===== config.mk =====
export PLATFORM = sky130hd
export DESIGN_NAME = mem_arbiter
export DESIGN_NICKNAME = d
export VERILOG_FILES = /design/src/rtl/mem_arbiter.sv
export SDC_FILE = /design/constraint.sdc
export NUM_CORES = 1
export LEC_CHECK = 0
export CAP_MARGIN = 25
export CORE_ASPECT_RATIO = 1.75
export CORE_MARGIN = 3
export CORE_UTILIZATION = 34
export CTS_CLUSTER_DIAMETER = 150
export DETAILED_ROUTE_END_ITERATION = 16
export GPL_TIMING_DRIVEN = 0
export PLACE_DENSITY = 0.81
export SYNTH_ARGS = -nofsm -noshare
export SYNTH_HDL_FRONTEND = slang
export SYNTH_SLANG_ARGS = --single-unit

===== constraint.sdc =====
create_clock -name clk -period 5.35 [get_ports clk]
set_input_delay 1.07 -clock clk [delete_from_list [all_inputs] [get_ports clk]]
set_output_delay 1.07 -clock clk [all_outputs]
set_load 0.02 [all_outputs]

===== src/rtl/mem_arbiter.sv =====
// Two-port round-robin arbiter in front of a shared 32-word memory.
// Port A is a read-only fetch port; port B does loads/stores with an out-of-range error path.
module mem_arbiter #(
    parameter int unsigned ADDR_W    = 5,
    parameter bit          IDLE_PARK = 1'b0
) (
    input  logic        clk,
    input  logic        rst,

    input  logic        a_req,
    input  logic [31:0] a_addr,
    output logic        a_gnt,
    output logic        a_rvalid,
    output logic [31:0] a_rdata,

    input  logic        b_req,
    input  logic        b_wen,
    input  logic [31:0] b_addr,
    input  logic [31:0] b_wdata,
    output logic        b_gnt,
    output logic        b_rvalid,
    output logic [31:0] b_rdata,
    output logic        b_err,

    output logic        m_wen,
    output logic [31:0] m_addr,
    output logic [31:0] m_wdata,
    input  logic [31:0] m_rdata
);

    localparam logic [31:0] IDX_MASK = 32'((64'd1 << ADDR_W) - 64'd1);

    typedef enum logic {
        OWNER_A = 1'b0,
        OWNER_B = 1'b1
    } owner_e;

    owner_e      last_gnt_q, last_gnt_d;
    logic        a_rvalid_q, a_rvalid_d;
    logic [31:0] a_rdata_q,  a_rdata_d;
    logic        b_rvalid_q, b_rvalid_d;
    logic [31:0] b_rdata_q,  b_rdata_d;
    logic        b_err_q,    b_err_d;
    logic        b_oor;

    assign b_oor = |(b_addr & ~IDX_MASK);

    always_ff @(posedge clk or posedge rst) begin
        if (rst) begin
            last_gnt_q <= OWNER_B;
            a_rvalid_q <= 1'b0;
            a_rdata_q  <= '0;
            b_rvalid_q <= 1'b0;
            b_rdata_q  <= '0;
            b_err_q    <= 1'b0;
        end else begin
            last_gnt_q <= last_gnt_d;
            a_rvalid_q <= a_rvalid_d;
            a_rdata_q  <= a_rdata_d;
            b_rvalid_q <= b_rvalid_d;
            b_rdata_q  <= b_rdata_d;
            b_err_q    <= b_err_d;
        end
    end

    // Contention goes to whichever port was not granted last.
    always_comb begin
        a_gnt = 1'b0;
        b_gnt = 1'b0;
        if (!rst) begin
            if (a_req && b_req) begin
                if (last_gnt_q == OWNER_A) begin
                    b_gnt = 1'b1;
                end else begin
                    a_gnt = 1'b1;
                end
            end else begin
                a_gnt = a_req;
                b_gnt = b_req;
            end
        end
    end

    always_comb begin
        m_wen   = b_gnt && b_wen && !b_oor;
        m_wdata = b_wdata;
        if (a_gnt) begin
            m_addr = a_addr & IDX_MASK;
        end else if (b_gnt) begin
            m_addr = b_addr & IDX_MASK;
        end else if (IDLE_PARK) begin
            m_addr = b_addr & IDX_MASK;
        end else begin
            m_addr = a_addr & IDX_MASK;
        end
    end

    always_comb begin
        last_gnt_d = last_gnt_q;
        if (a_gnt) begin
            last_gnt_d = OWNER_A;
        end else if (b_gnt) begin
            last_gnt_d = OWNER_B;
        end

        a_rvalid_d = a_gnt;
        a_rdata_d  = a_gnt ? m_rdata : a_rdata_q;

        // Out-of-range reads still complete, returning zero alongside the error.
        b_rvalid_d = b_gnt && !b_wen;
        b_rdata_d  = b_rdata_q;
        if (b_rvalid_d) begin
            b_rdata_d = b_oor ? '0 : m_rdata;
        end
        b_err_d = b_gnt && b_oor;
    end

    assign a_rvalid = a_rvalid_q;
    assign a_rdata  = a_rdata_q;
    assign b_rvalid = b_rvalid_q;
    assign b_rdata  = b_rdata_q;
    assign b_err    = b_err_q;

endmodule


# Word level (Yosys, flattened, before mapping)

Cells that the tools add are included.

Muxes and demuxes: 11
Reduce and logical (&&, ||, !) cells: 9

Operator list:

| kind                | count |
|---|---|
| 2-to-1 mux 32 bit   | 1 |
| OR reduction 27 bit | 1 |
| 2-to-1 mux 5 bit    | 2 |
| 2-to-1 mux 1 bit    | 8 |
| logical AND 1 bit   | 5 |
| logical NOT 1 bit   | 2 |
| nonzero test 2 bit  | 1 |

Register bits after elaboration: 68
Bits of input ports: 133
Output and inout port bits: 134
Logic and storage cells: 26

# Longest topological paths before layout

Gate-level depths: netlist of the first run.

Depth in word-level cells: 5
Gate-level depth with buffers: 6
Mapped depth without buffers: 4

# Least setup slack after synthesis of the first run

OpenSTA, ideal clock, no wires.

Path kind: input port to output port
Start point: input port rst
End point: output port a_gnt
Data arrival time: 3.539 ns
Required time: 4.280 ns
Slack: 0.741 ns
Stages: 4
Buffers on the path: 1
Cell sequence: inv_1 nand3_1 clkbuf_1 inv_1

Longest elaborated chain between the ends: 1

Ends and longest elaborated chain:

| element          | line | source |
|---|---|---|
| start, declared  | 8    | `input logic rst,` |
| 2-to-1 mux 1 bit | 70   | `if (!rst) begin` |
| end, declared    | 12   | `output logic a_gnt,` |

Every way passes these cells.

# Worst setup path in the final report of the first run

Same ends and word-level chain as after synthesis.

==> flow_summary.toml, run 1 <==
[route]
avgRoutedWirePerCell_um = 16.47
drt-total-wl_mm = 10.82
firstDrtPassIters = 5
drc = 0
post_drt_via_cell_ratio = 4.834
vias = 3176
drt_first_iter_violations = 99
ant_nets = 0

[cells_and_area]
layout_common_cells = "clkdlybuf4s50_1, dfrtp_1, buf_4, mux2_2, inv_1"
fin_cells = 657
fill_cells = 838
fin_nets = 661
drive_above_1_share_pct = 22.56
mostFrequentLayoutCell = "clkdlybuf4s50_1"
area_growth_pct = 67.54
antennaDiodeCount = 0

[die]
core_area_um2 = 9910
io_pins = 267
die_h_um = 139.8
start_util_pct = 35.09
rows = 48
dieArea_um2 = 11520
die_x_um = 82.45

[logic_synthesis]
ys.warnings.count = 0
synth-seq-area-share_pct = 48.97
netlist_instances = 311
syn_area_um2 = 3477
synth_cell_types = 23
synth.avg_cell_area_um2 = 11.18
synth-seq-cells = 68

[timing]
fin_worst_skew_ns = 0.005287
setup_ws_ns = 0.4767
rsz0062_at_grt = "no"
worst_pin_slew_ns = 0.6392
slew_violations = 0
finalHoldViolations = 0
maxSlewHeadroom_pct = 57.33
setup_viol = 0
fin_crit_sh_pct = 91.09
setup_tns_ns = 0
fmax_mhz = 205.2
hold_slack_ns = 0.5033
fin_crit_ns = 4.873

[setup_path]
path_common_cell = "clkdlybuf4s50_1"
reg2reg_from = "last_gnt_q$_DFFE_PP1P_"
slowest_delay_ns = 0.62
worstPathCellList = "clkdlybuf4s50_1, inv_2, buf_12, nand3_1, clkbuf_1, inv_1, clkdlybuf4s50_1"
cp.required_ns = 4.28
cp_slowest_cell = "clkdlybuf4s50_1"
path_max_fanout = 43
startpoint_type = "input port"
startpoint = "rst"
endpoint_kind = "primary output"
cp_num_buf_inv = 6
critical_path_arrival_ns = 3.80
crit_family = "buffers and inverters"
criticalPathCategory = "in -> out"

[clock_tree]
cts_tree = "done"
cts_made_buffers = 9
path_clk_slew_ns = 0.06
clk_latency_ns = 0.32
post_cts_buffers = 0
post_cts_resized = 0
cts_sinks = 68
h-tree-depth = 3
cts_hold_buf = 0
cts-root-buf = "clkbuf_16"
clock_path_buffers = 2

[placement]
dpl.cell_count = 642
place_ws_ns = 0.3610
io_buffers = 179
dp_hpwl_mm = 8.612
gp_congestion = 0.7402

[power_and_ir_drop]
pwr_density_cell_nw_per_um2 = 279.4
p_int_w = 0.001173
power.switching_w = 0.0004548
pwr-share-seq_pct = 36.7
leakagePower_nw = 2.638
switching_share_pct = 27.94
ir_drop_mv = 0.3230
p_comb_share_pct = 28.4
clockPowerShare_pct = 34.9

[global_route]
grt_pass1_wl_mm = 16.13
grt_pass1_vias = 3284
overflow = 0
grt_max_degree = 44
antenna_found_initial = 0
grt_usage_pct = 18.16

[flow_run]
maxCapViolCount = 0

[run_status]
status = "completed"

[hold_path]
worstHoldStart = "b_rdata[3]$_DFFE_PP0P_"
hp-class = "reg -> reg"
synth_stat cells (all sizes together):
master  number  area share, %
o21a         1           0.22
buf         64             14
dfstp        1           0.76
o41ai       32            8.3
nand2b       2           0.36
nand4        1           0.18
nor4         7            1.3
or2          1           0.18
nor3         1           0.14
clkbuf      21            2.3
a31oi        1           0.18
dfrtp       67             48
o31ai       32            6.9
inv         37            4.0
or3          1           0.18
mux2        37             12
and2         1           0.18
nand3        2           0.29
a21oi        1           0.14
conb         1           0.11
worst register-to-register path, cell delays in order, from the launching register on:
cell and delay [ns]:
dfstp_2 0.37, nand2b_1 0.13, nand3_1 0.27, clkbuf_1 0.52, mux2_2 0.41
registers in the layout, summed over array words and instances (netlist names):
| name | count |
|---|---|
| a_rdata | 32 |
| last_gnt_q | 1 |
| b_err | 1 |
| b_rdata | 32 |
| a_rvalid | 1 |
| b_rvalid | 1 |
area by class of cell:
cell class	instances	area [um^2]	area share (%)
Inverter	37	138.9	2.384
Sequential cell	68	1703	29.23
Clock inverter	5	53.80	0.9235
Clock buffer	10	229.0	3.930
Tap cell	125	156.4	2.685
Timing Repair Buffer	180	1812	31.10
Buffer	85	571.8	9.815
Multi-Input combinational cell	147	1161	19.93
power groups by stage:
stage | Clock (W) | Combinational [W] | Sequential, W
floorplan | 0 | 0.000170 | 0.000671
global placement | 0 | 0.000455 | 0.000603
detailed placement | 0 | 0.000465 | 0.000607
CTS | 0.000578 | 0.000466 | 0.000598
global route | 0.000602 | 0.000489 | 0.000605
finish | 0.000568 | 0.000462 | 0.000597
logic make-up after synthesis:
kind of cell    Yosys count  share of synthesized area, %
buf+inv                 122                         20.44
flops                    68                         48.97
compound gates           67                         15.73
mux                      37                         11.98
simple gates             16                         2.771
other cells               1                        0.1078
per-stage QoR:
stage / util (%) / total power, W / area, um^2
after floorplan: - / 0.0008411 / 3575
after global placement: 55.73 / 0.001058 / 5523
after detailed placement: 55.93 / 0.001072 / 5543
after CTS: 58.79 / 0.001642 / 5826
after global routing: 58.79 / 0.001696 / 5826
final: 58.79 / 0.001628 / 5826
worst paths after layout:
| path | endpoint | slack [ns] | cells after the start |
|---|---|---|---|
| max in group asynchronous | last_gnt_q$_DFFE_PP1P_ | 3.46 | 3 |
| max reg2reg | a_rdata[9]$_DFFE_PP0P_ | 3.54 | 4 |
| min reg2reg | b_rdata[3]$_DFFE_PP0P_ | 0.50 | 2 |
| min | b_rdata[3]$_DFFE_PP0P_ | 0.50 | 2 |
| max | a_gnt | 0.48 | 7 |
| min in group asynchronous | b_rdata[22]$_DFFE_PP0P_ | 1.20 | 2 |
metal layers:
layer  vias up  GRT usage [%]  wire (um)
li1       1461              -          -
met1      1495          18.66       3574
met2       205          33.08       5750
met3        15          5.440       1277
met4         0          6.743        222
met5         -              0          0
No activity file was read; power rests on OpenSTA's default activity.
==> run 2: changes to the inputs <==
--- a/config.mk
+++ b/config.mk
@@ -11,6 +11,7 @@
 export CORE_UTILIZATION = 34
 export CTS_CLUSTER_DIAMETER = 150
 export DETAILED_ROUTE_END_ITERATION = 16
+export GPL_ROUTABILITY_DRIVEN = 0
 export GPL_TIMING_DRIVEN = 0
 export PLACE_DENSITY = 0.81
 export SYNTH_ARGS = -nofsm -noshare
==> results of run 2 <==
Same layout as run 1: the final DEF is identical, and so are final timing and power.
==> run 3: changes to the inputs <==
--- a/config.mk
+++ b/config.mk
@@ -5,6 +5,7 @@
 export SDC_FILE = /design/constraint.sdc
 export NUM_CORES = 1
 export LEC_CHECK = 0
+export ABC_CLOCK_PERIOD_IN_PS = 5350
 export CAP_MARGIN = 25
 export CORE_ASPECT_RATIO = 1.75
 export CORE_MARGIN = 3
==> results of run 3 <==
Same layout as run 1: the final DEF is identical, and so are final timing and power.
